File: src/rtl/pci_rw_control.sv
// PCI target command decode: latches the transaction direction at the address
// phase and gates it with DEVSEL#/IRDY# into read and write strobes.
module pci_rw_control (
    input  logic       Clock,
    input  logic       RST,
    input  logic       Frame,
    input  logic       Irdy,
    input  logic       Devsel,
    input  logic [3:0] CBE,
    output logic [1:0] rw,
    output logic       RE,
    output logic       WE
);

    localparam logic [0:0] IDLE   = 1'b0;
    localparam logic [0:0] ACTIVE = 1'b1;

    localparam logic [3:0] CMD_MEM_RD = 4'b0110;
    localparam logic [3:0] CMD_MEM_WR = 4'b0111;

    localparam logic [1:0] RW_NONE  = 2'b00;
    localparam logic [1:0] RW_READ  = 2'b01;
    localparam logic [1:0] RW_WRITE = 2'b10;

    logic [0:0] state;

    always_ff @(posedge Clock) begin
        if (RST) begin
            state <= IDLE;
            rw    <= RW_NONE;
        end else begin
            case (state)
                IDLE: begin
                    if (!Frame) begin
                        // Unsupported commands still enter ACTIVE so their
                        // data phases pass by with the strobes held off.
                        state <= ACTIVE;
                        case (CBE)
                            CMD_MEM_RD: rw <= RW_READ;
                            CMD_MEM_WR: rw <= RW_WRITE;
                            default:    rw <= RW_NONE;
                        endcase
                    end else begin
                        rw <= RW_NONE;
                    end
                end
                ACTIVE: begin
                    // Frame high with Irdy low is the last data phase; only a
                    // fully idle bus ends the transaction.
                    if (Frame && Irdy) begin
                        state <= IDLE;
                        rw    <= RW_NONE;
                    end
                end
                default: begin
                    state <= IDLE;
                    rw    <= RW_NONE;
                end
            endcase
        end
    end

    assign RE = (rw == RW_READ)  & ~Devsel & ~Irdy;
    assign WE = (rw == RW_WRITE) & ~Devsel & ~Irdy;

endmodule

File: config.mk
export PLATFORM = sky130hd
export DESIGN_NAME = pci_rw_control
export DESIGN_NICKNAME = d
export VERILOG_FILES = /design/src/rtl/pci_rw_control.sv
export SDC_FILE = /design/constraint.sdc
export NUM_CORES = 1
export LEC_CHECK = 0
export ABC_CLOCK_PERIOD_IN_PS = 800
export CELL_PAD_IN_SITES_DETAIL_PLACEMENT = 1
export CELL_PAD_IN_SITES_GLOBAL_PLACEMENT = 1
export CORE_AREA = 3 3 40 42
export CTS_CLUSTER_DIAMETER = 80
export DETAILED_ROUTE_END_ITERATION = 8
export DIE_AREA = 0 0 43 45
export PLACE_DENSITY_LB_ADDON = 0.12
export SLEW_MARGIN = 10
export SYNTH_ARGS = -nofsm -noshare
export SYNTH_HDL_FRONTEND = slang
export SYNTH_SLANG_ARGS = --single-unit
File: constraint.sdc
create_clock -name Clock -period 0.8 [get_ports Clock]
set_input_delay 0.16 -clock Clock [delete_from_list [all_inputs] [get_ports Clock]]
set_output_delay 0.16 -clock Clock [all_outputs]
set_load 0.1 [all_outputs]
==> reports/qor.csv <==
metric;value;unit
cp_max_fo;3;
viasPerCell;4.04;
wire_per_inst;11.1;um
ctsHtreeMaxLevel;1;
p_comb_frac;0.175;
track_usage;0.0740;
min_from;CBE[3];
first_pass_iters;1;
violations;negative setup slack;
multi_input_area;119;sq um
r2r_setup_slack;0;ps
crit_start;rw[1];
r2r_cells;3;
p_total;0.000513;W
drv_slew;0;
setup_tns;-1390;ps
start_util;0.109;
vdd_drop_max;453;uV
clock_skew;4.63;ps
register_area;68.8;sq um
die_y;45;um
nets;45;
synth_enable_flop_cells;0;
overflow;0;
synth.distinct_cells;9;
clkSinkCount;3;
p_sw_frac;0.250;
power.internal;0.000385;W
ios;13;
worstMarginPinSlew;288;ps
dieArea;1940;sq um
async_reset_ff_frac;0;
hold_end;rw[0];
num_vias;202;
yosysTopAreaCellShare;0.429;
path_clk_slew;40;ps
mappedNetlistNets;24;
syn_inst;15;
setup_viol;4;
wl;553;um
seqPwrFrac;0.301;
period_minus_slack;1290;ps
seq_area_frac_synth;0.429;
finalCritPeriodShare;1.61;
synth_area;140;sq um
area_growth_syn_to_layout;213;%
leakage;0.168;nW
port_buffers;12;
yosysTopAreaCell;dfxtp_1;
yosys_warnings;0;
fmax;0.776;GHz
crit_type;register to primary output;
antenna_left;0;
gp_congestion;0.570;
numCtsBuffers;3;
rows;13;
clk_path_buf_depth;2;
arrival;1130;ps
clkLatencyLatePin;230;ps
die_w;43;um
r2r_start;state;
rr_endpoint;rw[1];
fin_ws;-489;ps
fp.coreArea;1280;sq um
rsz0062_at_grt;yes;
worstHoldPathCells;4;
cts_hold_buffers;0;
grt_pass1_vias;235;
syn-mean-instance-area;9.34;sq um
ys_top_cells_by_count;dfxtp_1 (3), inv_1 (2), nor2_1 (2), nor4b_1 (2), o2bb2ai_1 (2);
cp.required;640;ps
synthFlopType;dfxtp_1;
clock_power_share;0.524;
cts-root-buf;clkbuf_4;
layout-drive-gt1-share;0.600;
drt-initial-drc-count;0;
n_antenna_cell;0;
worstSetupStartpointType;register;
slew_headroom;0.808;
yosysMostFrequentCell;dfxtp_1;
drv_cap;0;
ys_ff_latch;3;
status;complete, but fails checks;
cts_tree;built;
p_per_area;1170;nW/um^2
antenna_found_initial;0;
grt_first_pass_wirelength;972;um
synth_area_leaders;dfxtp_1 (43%), nor4b_1 (13%), o2bb2ai_1 (13%), a211oi_2 (8.9%), inv_1 (5.4%);
drc_errors;0;
hold_violations;0;
fin_hold_ws;261;ps
grt_max_degree;4;
power.net_switching;0.000128;W
nFillCells;148;
worstHoldPathType;input port to register;
end_kind;primary output;
==> flip-flops by register name, summed over array words and instances, names as in the netlist <==
name	cells
rw	2
state	1
==> routing by layer <==
layer,part of all wire,vias up,wire (um),track usage
met5,0,-,0,0
met4,0.018,0,10,0.0723
met3,0.076,2,42,0.0239
met2,0.58,11,323,0.138
met1,0.32,93,177,0.0600
li1,-,96,-,-
==> critical path: stages (launching register included) <==
cell	delay [ps]
dfxtp_4	350
nor4b_4	330
buf_12	220
==> metrics by stage <==
| stage | utilization | area [sq um] | cells | setup slack [ps] |
|---|---|---|---|---|
| after floorplan | - | 178 | 15 | -996 |
| after global placement | 0.295 | 379 | 45 | -584 |
| after detailed placement | 0.295 | 379 | 45 | -634 |
| after CTS | 0.329 | 423 | 50 | -506 |
| after global routing | 0.341 | 438 | 50 | -517 |
| final | 0.341 | 438 | 50 | -489 |
==> how the worst max path moves through the flow <==
| stage | end | slack [ps] |
|---|---|---|
| 2_1_floorplan | RE | -1000 |
| 3_3_place_gp | WE | -580 |
| 3_5_place_dp | RE | -630 |
| 4_1_cts | RE | -510 |
| 5_1_grt | RE | -520 |
| 6_report | RE | -490 |
==> cell type report <==
type / count / area share
flip-flops and latches: 3 / 0.157
multi-input cells: 10 / 0.271
inverters: 2 / 0.0171
repair buffers: 16 / 0.451
well taps: 15 / 0.0429
clock buffers: 4 / 0.0600
==> cell usage in the layout, fill, tap and decap left out, drive strengths merged <==
master,Yosys,layout
nand2b,1,1
a21oi,1,1
nand4,1,1
clkbuf,0,4
dlymetal6s2s,0,1
nor2,2,2
o2bb2ai,2,2
clkdlybuf4s15,0,1
nor4b,2,2
inv,2,2
dlygate4sd2,0,3
clkdlybuf4s50,0,3
buf,0,8
dfxtp,3,3
a211oi,1,1
==> power groups by stage <==
stage               clock network (W)  registers, W  logic (W)
floorplan                           0      0.000161  0.0000164
global placement                    0      0.000155  0.0000869
detailed placement                  0      0.000155  0.0000886
CTS                          0.000285      0.000154  0.0000894
global route                 0.000294      0.000155  0.0000978
finish                       0.000269      0.000154  0.0000895
==> logic make-up (layout without fill, tap and decap cells) <==
| kind of cell | count (synthesis) | after routing | synth area share |
|---|---|---|---|
| buffers and inverters | 2 | 22 | 0.0536 |
| flip-flops | 3 | 3 | 0.429 |
| AO/OA/AOI/OAI | 4 | 4 | 0.250 |
| AND/OR/NAND/NOR | 6 | 6 | 0.268 |
==> what timing repair did <==
action	CTS	global route
endpoints found under the hold margin	0	0
endpoints found under the setup margin	7	6
gates resized for setup	10	4
setup buffers	1	0
pin swaps	5	5
(Power assumes the default switching activity.)
